## config.mk

```make
export PLATFORM = sky130hd
export DESIGN_NAME = div_seq
export DESIGN_NICKNAME = d
export VERILOG_FILES = /design/src/rtl/div_seq_pkg.sv /design/src/rtl/div_seq_step.sv /design/src/rtl/div_seq.sv
export SDC_FILE = /design/constraint.sdc
export NUM_CORES = 1
export LEC_CHECK = 0
export ABC_AREA = 1
export CAP_MARGIN = 10
export CORE_ASPECT_RATIO = 0.6
export CORE_MARGIN = 4
export CORE_UTILIZATION = 45
export CTS_CLUSTER_SIZE = 40
export DETAILED_ROUTE_END_ITERATION = 6
export GPL_TIMING_DRIVEN = 0
export PLACE_DENSITY = 0.74
export SLEW_MARGIN = 20
export SYNTH_ARGS = -nofsm -noshare
export SYNTH_HDL_FRONTEND = slang
export SYNTH_SLANG_ARGS = --single-unit
```

## constraint.sdc

```tcl
create_clock -name clk -period 7.3 [get_ports clk]
set_input_delay 1.095 -clock clk [delete_from_list [all_inputs] [get_ports clk]]
set_output_delay 1.095 -clock clk [all_outputs]
set_load 0.01 [all_outputs]
```

## src/rtl/div_seq_pkg.sv

```systemverilog
// Shared definitions for the multi-cycle divider sequencer.
// State encodings, handshake levels and bus widths used by div_seq and div_step.
package div_seq_pkg;

   localparam int RegBus       = 32;
   localparam int DoubleRegBus = 64;

   localparam logic [RegBus-1:0] ZeroWord = '0;

   localparam logic DivResultReady    = 1'b1;
   localparam logic DivResultNotReady = 1'b0;
   localparam logic DivStart          = 1'b1;
   localparam logic DivStop           = 1'b0;

   typedef enum logic [1:0] {
      DivFree   = 2'b00,
      DivByZero = 2'b01,
      DivOn     = 2'b10,
      DivEnd    = 2'b11
   } div_state_e;

endpackage

```

## src/rtl/div_seq_step.sv

```systemverilog
// div_step: one combinational radix-2 restoring division iteration.
// The partial remainder lives in work[2W:W]; quotient bits shift in at the LSB.
module div_step
   import div_seq_pkg::*;
#(
   parameter int WIDTH = RegBus
) (
   input  logic [2*WIDTH:0] work_i,
   input  logic [WIDTH-1:0] divisor_i,
   output logic [2*WIDTH:0] work_o
);

   logic [WIDTH:0] diff;

   // Trial subtraction: keep the difference and shift in a 1, or restore and shift in a 0
   always_comb begin
      diff = work_i[2*WIDTH:WIDTH] - {1'b0, divisor_i};
      if (diff[WIDTH]) begin
         work_o = {work_i[2*WIDTH-1:0], 1'b0};
      end else begin
         work_o = {diff[WIDTH-1:0], work_i[WIDTH-1:0], 1'b1};
      end
   end

endmodule

```

## src/rtl/div_seq.sv

```systemverilog
// div_seq: multi-cycle DIV/DIVU sequencer for the EX stage.
// Produces {remainder, quotient} after WIDTH iterations and stalls the pipe while busy.
// Optional feature macro: DIV_ZERO_FLAG_EN adds the div_zero_o output.
module div_seq
   import div_seq_pkg::*;
#(
   parameter int WIDTH = RegBus
) (
   input  logic               clk,
   input  logic               rst,
   input  logic               start_i,
   input  logic               annul_i,
   input  logic               signed_div_i,
   input  logic [WIDTH-1:0]   opdata1_i,
   input  logic [WIDTH-1:0]   opdata2_i,
   output logic [2*WIDTH-1:0] result_o,
   output logic               ready_o,
`ifdef DIV_ZERO_FLAG_EN
   output logic               div_zero_o,
`endif
   output logic               busy_o
);

   localparam int CNT_W = $clog2(WIDTH) + 1;

   div_state_e         state_q, state_d;
   logic [CNT_W-1:0]   cnt_q, cnt_d;
   logic [2*WIDTH:0]   work_q, work_d;
   logic [2*WIDTH:0]   step_work;
   logic [WIDTH-1:0]   divisor_q, divisor_d;
   logic               dividend_neg_q, dividend_neg_d;
   logic               divisor_neg_q, divisor_neg_d;
   logic               signed_q, signed_d;
   logic [2*WIDTH-1:0] result_q, result_d;

   logic [WIDTH-1:0]   dividend_mag;
   logic [WIDTH-1:0]   divisor_mag;
   logic [WIDTH-1:0]   quot_raw;
   logic [WIDTH-1:0]   rem_raw;
   logic [WIDTH-1:0]   quot_fix;
   logic [WIDTH-1:0]   rem_fix;
   logic               last_iter;

   div_step #(
      .WIDTH(WIDTH)
   ) u_step (
      .work_i   (work_q),
      .divisor_i(divisor_q),
      .work_o   (step_work)
   );

   // Operand magnitudes at issue, and sign-corrected result from the final iteration
   always_comb begin
      dividend_mag = (signed_div_i && opdata1_i[WIDTH-1]) ? -opdata1_i : opdata1_i;
      divisor_mag  = (signed_div_i && opdata2_i[WIDTH-1]) ? -opdata2_i : opdata2_i;
      quot_raw     = step_work[WIDTH-1:0];
      rem_raw      = step_work[2*WIDTH:WIDTH+1];
      quot_fix     = (signed_q && (dividend_neg_q ^ divisor_neg_q)) ? -quot_raw : quot_raw;
      rem_fix      = (signed_q && dividend_neg_q) ? -rem_raw : rem_raw;
      last_iter    = (cnt_q == CNT_W'(WIDTH - 1));
   end

   // Sequencer next-state: issue, iterate, hold the result, or abandon on annul
   always_comb begin
      state_d        = state_q;
      cnt_d          = cnt_q;
      work_d         = work_q;
      divisor_d      = divisor_q;
      dividend_neg_d = dividend_neg_q;
      divisor_neg_d  = divisor_neg_q;
      signed_d       = signed_q;
      result_d       = result_q;
      case (state_q)
         DivFree: begin
            if (start_i == DivStart && !annul_i) begin
               if (opdata2_i == '0) begin
                  state_d = DivByZero;
               end else begin
                  state_d        = DivOn;
                  divisor_d      = divisor_mag;
                  dividend_neg_d = opdata1_i[WIDTH-1];
                  divisor_neg_d  = opdata2_i[WIDTH-1];
                  signed_d       = signed_div_i;
                  work_d         = {{WIDTH{1'b0}}, dividend_mag, 1'b0};
                  cnt_d          = '0;
               end
            end
         end
         DivByZero: begin
            if (annul_i) begin
               state_d = DivFree;
            end else begin
               state_d  = DivEnd;
               result_d = '0;
            end
         end
         DivOn: begin
            if (annul_i) begin
               state_d = DivFree;
            end else begin
               work_d = step_work;
               cnt_d  = cnt_q + CNT_W'(1);
               if (last_iter) begin
                  state_d  = DivEnd;
                  result_d = {rem_fix, quot_fix};
               end
            end
         end
         DivEnd: begin
            if (annul_i || start_i == DivStop) begin
               state_d = DivFree;
            end
         end
         default: state_d = DivFree;
      endcase
   end

   // Sequencer registers with synchronous reset
   always_ff @(posedge clk) begin
      if (rst) begin
         state_q        <= DivFree;
         cnt_q          <= '0;
         work_q         <= '0;
         divisor_q      <= '0;
         dividend_neg_q <= 1'b0;
         divisor_neg_q  <= 1'b0;
         signed_q       <= 1'b0;
         result_q       <= '0;
      end else begin
         state_q        <= state_d;
         cnt_q          <= cnt_d;
         work_q         <= work_d;
         divisor_q      <= divisor_d;
         dividend_neg_q <= dividend_neg_d;
         divisor_neg_q  <= divisor_neg_d;
         signed_q       <= signed_d;
         result_q       <= result_d;
      end
   end

   // Handshake outputs; busy drops in the result cycle so the stall releases immediately
   always_comb begin
      result_o = result_q;
      ready_o  = (state_q == DivEnd) ? DivResultReady : DivResultNotReady;
      busy_o   = (state_q == DivOn) || (state_q == DivByZero) ||
                 ((state_q == DivFree) && (start_i == DivStart) && !annul_i);
   end

`ifdef DIV_ZERO_FLAG_EN
   logic zero_q, zero_d;

   // Remember whether the current operation went through the divide-by-zero path
   always_comb begin
      zero_d = zero_q;
      if (state_q == DivFree && state_d == DivByZero) begin
         zero_d = 1'b1;
      end else if (state_q == DivFree && state_d == DivOn) begin
         zero_d = 1'b0;
      end
   end

   // Divide-by-zero marker register
   always_ff @(posedge clk) begin
      if (rst) begin
         zero_q <= 1'b0;
      end else begin
         zero_q <= zero_d;
      end
   end

   // Flag is only visible alongside a valid result
   always_comb begin
      div_zero_o = ready_o && zero_q;
   end
`endif

endmodule

```

# [Word level (Yosys, flattened, before mapping)]
# Index checks and enable logic that the tools add are counted.
[word_totals] ff_bits=172 output_inout_bits=66 wordCells=72
[op_classes] n_addsub=6 eq_ne=11 n_mux=25 bitwise_logic=3 reduce_logical=19
[op_table] cell="$mux 65" n=4
[op_table] cell="$mux 64" n=3
[op_table] cell="$pmux 65 s2" n=1
[op_table] cell="$mux 32" n=4
[op_table] cell="$neg 32->32" n=4
[op_table] cell="$pmux 64 s2" n=1
[op_table] cell="$sub 33x32->33" n=1
[op_table] cell="$logic_not 32->1" n=1
[op_table] cell="$mux 6" n=3
[op_table] cell="$mux 2" n=6
[op_table] cell="$ne 2x2->1 const B" n=6
[op_table] cell="$pmux 6 s2" n=1
[op_table] cell="$pmux 2 s4" n=1
[op_table] cell="$reduce_and 4->1" n=2
[op_table] cell="$logic_and 1x1->1" n=7
[op_table] cell="$add 6x1->6 const B" n=1
[op_table] cell="$eq 6x5->1 const B" n=1
[op_table] cell="$reduce_and 3->1" n=2
[op_table] cell="$eq 2x2->1 const B" n=2
[op_table] cell="$reduce_bool 2->1" n=2
[op_table] cell="$logic_or 1x1->1" n=3
[op_table] cell="$ne 3x3->1 const B" n=1
[op_table] cell="$eq 2x1->1 const B" n=1
[op_table] cell="$logic_not 2->1" n=1
[op_table] cell="4 further kinds" n=5

# [Logic depth before layout (Yosys ltp)]
[logic_depth] depth_word=7 ltp_mapped=30

# [Modules after synthesis]
# Synthesis repeated with hierarchy kept, for this count alone.
[unflattened] cells_unflattened=2369 hier_area_um2=13666.9
[by_module_without_submodules] mod="div_seq" n_inst=1 cells_each=1657 area_per_inst_um2=10276.1 seq_area_each_um2=3443.3
[by_module_without_submodules] mod="div_step" n_inst=1 cells_each=712 area_per_inst_um2=3390.8 seq_area_each_um2=0.0

# [Least setup slack after synthesis]
# Ideal clock, no wire load.
[synth_path] path_kind="register -> register" from="register work_q[32]" to="register result_q[30] (netlist: result_o[30])" setup_ps=70 arrival_time_ps=3725 path_slack_ps=3505 stages_incl_launch_ff=30 period_less_slack_ps=3795 path_cell_list="dfxtp_1 -> inv_1 -> ha_1 -> inv_1 -> fa_1 -> nand2_1 -> nand2_1 -> nand3_1 -> nand2_2 -> nand2_1 -> nand2_2 -> nand2_4 -> nand3_4 -> nand2_8 -> buf_4 -> ha_1 -> nand3_1 -> nor3_1 -> nand3_1 -> nor3_1 -> nand3_1 -> nand2_1 -> nand2_1 -> nor2_1 -> nand2_1 -> a21oi_1 -> o21ai_0 -> a21oi_1 -> o21ai_0 -> a21oi_1"
[synth_between] elab_chain_len=7
[synth_lines] element="start, declared" line_no="div_seq.sv:28" source="logic [2*WIDTH:0] work_q, work_d;"
[synth_lines] element="start signal, assigned" line_no="div_seq.sv:132" source="work_q <= work_d;"
[synth_lines] element="$sub 33x32->33" line_no="div_seq_step.sv:17" source="diff = work_i[2*WIDTH:WIDTH] - {1'b0, divisor_i};"
[synth_lines] element="$mux 65" line_no="div_seq_step.sv:18" source="if (diff[WIDTH]) begin"
[synth_lines] element="$neg 32->32" line_no="div_seq.sv:58" source="quot_fix = (signed_q && (dividend_neg_q ^ divisor_neg_q)) ? -quot_raw : quot_raw;"
[synth_lines] element="$mux 32" line_no="div_seq.sv:58"
[synth_lines] element="$mux 64" line_no="div_seq.sv:103" source="if (last_iter) begin"
[synth_lines] element="$mux 64" line_no="div_seq.sv:98" source="if (annul_i) begin"
[synth_lines] element="$pmux 64 s2" line_no="div_seq.sv:73" source="case (state_q)"
[synth_lines] element="end signal, assigned" line_no="div_seq.sv:137" source="result_q <= result_d;"
[synth_lines] element="end, declared" line_no="div_seq.sv:34" source="logic [2*WIDTH-1:0] result_q, result_d;"
# Every way passes these cells. The select of a mux whose other input is x is not followed.
# A chain may end at the register's enable or synchronous reset.

# [Final worst setup path]
[layout_path] from="register divisor_q[28]" to="register result_q[30] (netlist: result_o[30])"
[layout_between] elab_chain_len=7
[layout_lines] element="start, declared" line_no="div_seq.sv:30" source="logic [WIDTH-1:0] divisor_q, divisor_d;"
[layout_lines] element="start signal, assigned" line_no="div_seq.sv:133" source="divisor_q <= divisor_d;"
[layout_lines] element="$sub 33x32->33" line_no="div_seq_step.sv:17"
[layout_lines] element="$mux 65" line_no="div_seq_step.sv:18"
[layout_lines] element="$neg 32->32" line_no="div_seq.sv:58"
[layout_lines] element="$mux 32" line_no="div_seq.sv:58"
[layout_lines] element="$mux 64" line_no="div_seq.sv:103"
[layout_lines] element="$mux 64" line_no="div_seq.sv:98"
[layout_lines] element="$pmux 64 s2" line_no="div_seq.sv:73"
# Every way passes these cells. The select of a mux whose other input is x is not followed.

==> impl_metrics.env <==
export IMPL_rsz0062_at_grt="false"
export IMPL_worstPathRequired_ns=7.61
export IMPL_cts_hold_buf=0
export IMPL_setup_viol=0
export IMPL_yosysTopAreaCell="dfxtp_1"
export IMPL_reg2regPathDepth=24
export IMPL_min_path_cells=2
export IMPL_start_util=0.458
export IMPL_area_growth_pct=18.7
export IMPL_total_leakage_power_nw=6.85
export IMPL_diodes=0
export IMPL_synth_common_cells="nand2_1 (653), inv_1 (241), a21oi_1 (187)"
export IMPL_worstSetupStartpointType="flop"
export IMPL_wire_per_inst_um=18.1
export IMPL_drive_gt1_frac=0.0515
export IMPL_worstSetupPathType="flop to flop"
export IMPL_yosysSeqAreaShare=0.273
export IMPL_outcome="completed"
export IMPL_whs_ns=0.468
export IMPL_clock_path_buffers=2
export IMPL_period_share=0.776
export IMPL_design_area_um2=15000
export IMPL_relSlewSlack=0.273
export IMPL_ys_warn_count=0
export IMPL_powerDensity_nw_per_um2=341
export IMPL_die_y_um=138
export IMPL_synth_area_top_cells="dfxtp_1 (27%), nand2_1 (19%), a21oi_1 (7.4%)"
export IMPL_synth_cells=2068
export IMPL_peakVddDrop_uv=211
export IMPL_synth_top_cell_area_share=0.273
export IMPL_synth_top_flop_cell="dfxtp_1"
export IMPL_gr_total_overflow=0
export IMPL_crit_arrival_ns=5.97
export IMPL_clk_latency_ns=0.45
export IMPL_synthArstFlopShare=0
export IMPL_place_area_um2=14400
export IMPL_syn_nets=2179
export IMPL_cp_end_kind="flop"
export IMPL_coreArea_um2=27600
export IMPL_port_buffers=133
export IMPL_max_freq_ghz=0.176
export IMPL_cts_tree="done"
export IMPL_final_nets=2331
export IMPL_finalHoldViolations=0
export IMPL_grt_pass1_vias=12400
export IMPL_period_minus_slack_ns=5.67
export IMPL_die_area_um2=30900
export IMPL_max_cap_violations=0
export IMPL_hp_class="flop to flop"
export IMPL_drc=0
export IMPL_cpMostUsedCell="nand2_1"
export IMPL_cts_resized=0
export IMPL_yosysMostFrequentCell="nand2_1"
export IMPL_grt_pass1_wl_um=70800
export IMPL_grt_antenna_before_repair=2
export IMPL_cp_max_fo=10
export IMPL_cts_max_level=4
export IMPL_rows=47
export IMPL_grt_max_degree=17
export IMPL_grt_use_total=0.299
export IMPL_clk_pin_slew_ns=0.07
export IMPL_dr_first_iter_drc_count=1676
export IMPL_clock_sinks=172
export IMPL_dr_pass1_iters=5
export IMPL_root_buffer="clkbuf_16"
export IMPL_vias=14200
export IMPL_vias_per_cell=5.45
export IMPL_cts_inserted_buffers=17
export IMPL_postRouteAntennaNets=0
export IMPL_postCtsSetupBuffers=0
export IMPL_num_io_pins=135
export IMPL_synth_avg_cell_area_um2=6.11
export IMPL_syn_cell_area_um2=12600
export IMPL_cp_slowest_cell="o21ai_0"
export IMPL_crit_chain="inv_1 -> ha_1 -> nand2_1 -> nor2_1 -> nand2_1 -> inv_1 -> a21oi_4 -> nand3_4 -> nand2_8 -> buf_4 -> ha_1 -> nand3_1 -> nor3_1 -> nand3_1 -> nor3_1 -> nand3_1 -> nand2_1 -> nand2_1 -> nor2_1 -> nand2_1 -> a21oi_1 -> o21ai_0 -> o21ai_0 -> a21oi_1"
export IMPL_die_w_um=224
export IMPL_worst_pin_slew_ns=1.08
export IMPL_globalplace_congestion=0.999
export IMPL_hpwl_um=38700
export IMPL_cpPeakStageDelay_ns=0.58
export IMPL_ys_ff_latch=172
export IMPL_setup_tns_ns=0
export IMPL_routed_wl_um=47100
export IMPL_slew_viol_final=0
export IMPL_synth_distinct_cells=56
export IMPL_fin_skew_ns=0.00939
export IMPL_synth_edf_count=0
-- logic make-up after synthesis --
kind of cell | count (synthesis) | synth area share
xor gates and xnor gates | 82 | 0.0568
and+or+nand+nor | 1098 | 0.371
DFF | 172 | 0.273
buffers and inverters | 326 | 0.103
AOI/OAI and AO/OA | 348 | 0.154
adders and majority gates | 42 | 0.0422
-- layout by cell type, fill, tap and decap left out, types with 6 or more instances in the layout --
cell type / instances
dfxtp_1: 172
clkbuf_1: 63
nand4_1: 19
nand2_2: 29
nand3_1: 130
a21o_1: 7
xor2_1: 52
clkbuf_16: 17
o21ai_0: 84
clkdlybuf4s50_1: 133
inv_1: 241
nor3_1: 25
nor4_1: 13
a2bb2oi_1: 10
a21oi_1: 187
o21bai_1: 6
a31oi_1: 26
nand2_1: 653
xnor2_1: 30
nand3b_1: 11
inv_2: 6
nor2_1: 183
ha_1: 41
nor2_2: 9
-- metrics by stage --
| stage | setup slack, ns | utilization | power [mW] | instances |
|---|---|---|---|---|
| after floorplan | 3.50 | - | 3.19 | 2068 |
| after global placement | 2.06 | 0.523 | 4.03 | 2568 |
| after detailed placement | 2.05 | 0.523 | 4.07 | 2568 |
| after CTS | 2.03 | 0.544 | 4.99 | 2600 |
| after global routing | 1.37 | 0.544 | 5.46 | 2600 |
| final | 1.63 | 0.544 | 5.11 | 2600 |
-- area by class of cell --
type | instances | area [um2]
Buffer | 78 | 368
Clock inverter | 12 | 125
Tap cell | 367 | 459
Fill cell | 2788 | 12600
Clock buffer | 20 | 447
Multi-Input combinational cell | 1570 | 7900
Inverter | 248 | 931
Timing Repair Buffer | 133 | 1330
Sequential cell | 172 | 3440
-- worst max-delay path, delay by kind of cell, from the launching register on --
family | cells | cell delay [ns]
and+or+nand+nor | 14 | 2.58
AOI/OAI and AO/OA | 5 | 1.42
buffers and inverters | 3 | 0.64
adders and majority gates | 2 | 0.56
DFF | 1 | 0.30
-- sequential cells by signal, indices dropped and copies added (netlist names) --
name            cells
divisor_q          32
dividend_neg_q      1
work_q             65
result_o           64
cnt_q               6
state_q             2
signed_q            1
divisor_neg_q       1
-- final timing paths --
check | start | end | slack [ns]
worst min-delay path | result_o[7] | result_o[7] | 0.47
worst max-delay path | divisor_q[28] | result_o[30] | 1.63
worst max register to register | divisor_q[28] | result_o[30] | 1.63
worst min register to register | result_o[7] | result_o[7] | 0.47
-- report_power, final --
group,total (mW),switching [mW],internal [mW]
Combinational,2.94,2.04,0.900
Clock,0.912,0.423,0.489
Sequential,1.26,0.186,1.08
Total,5.11,2.65,2.46
-- layer usage --
metal | routed length [um] | share of wire | track usage | vias to the layer above
li1 | - | - | - | 6945
met3 | 6720 | 0.14 | 0.125 | 35
met5 | 68 | 0.0014 | 0.0161 | -
met1 | 23000 | 0.49 | 0.462 | 6502
met4 | 509 | 0.011 | 0.0544 | 2
met2 | 16900 | 0.36 | 0.374 | 674
Note: power is estimated with default switching activity, not from simulation.
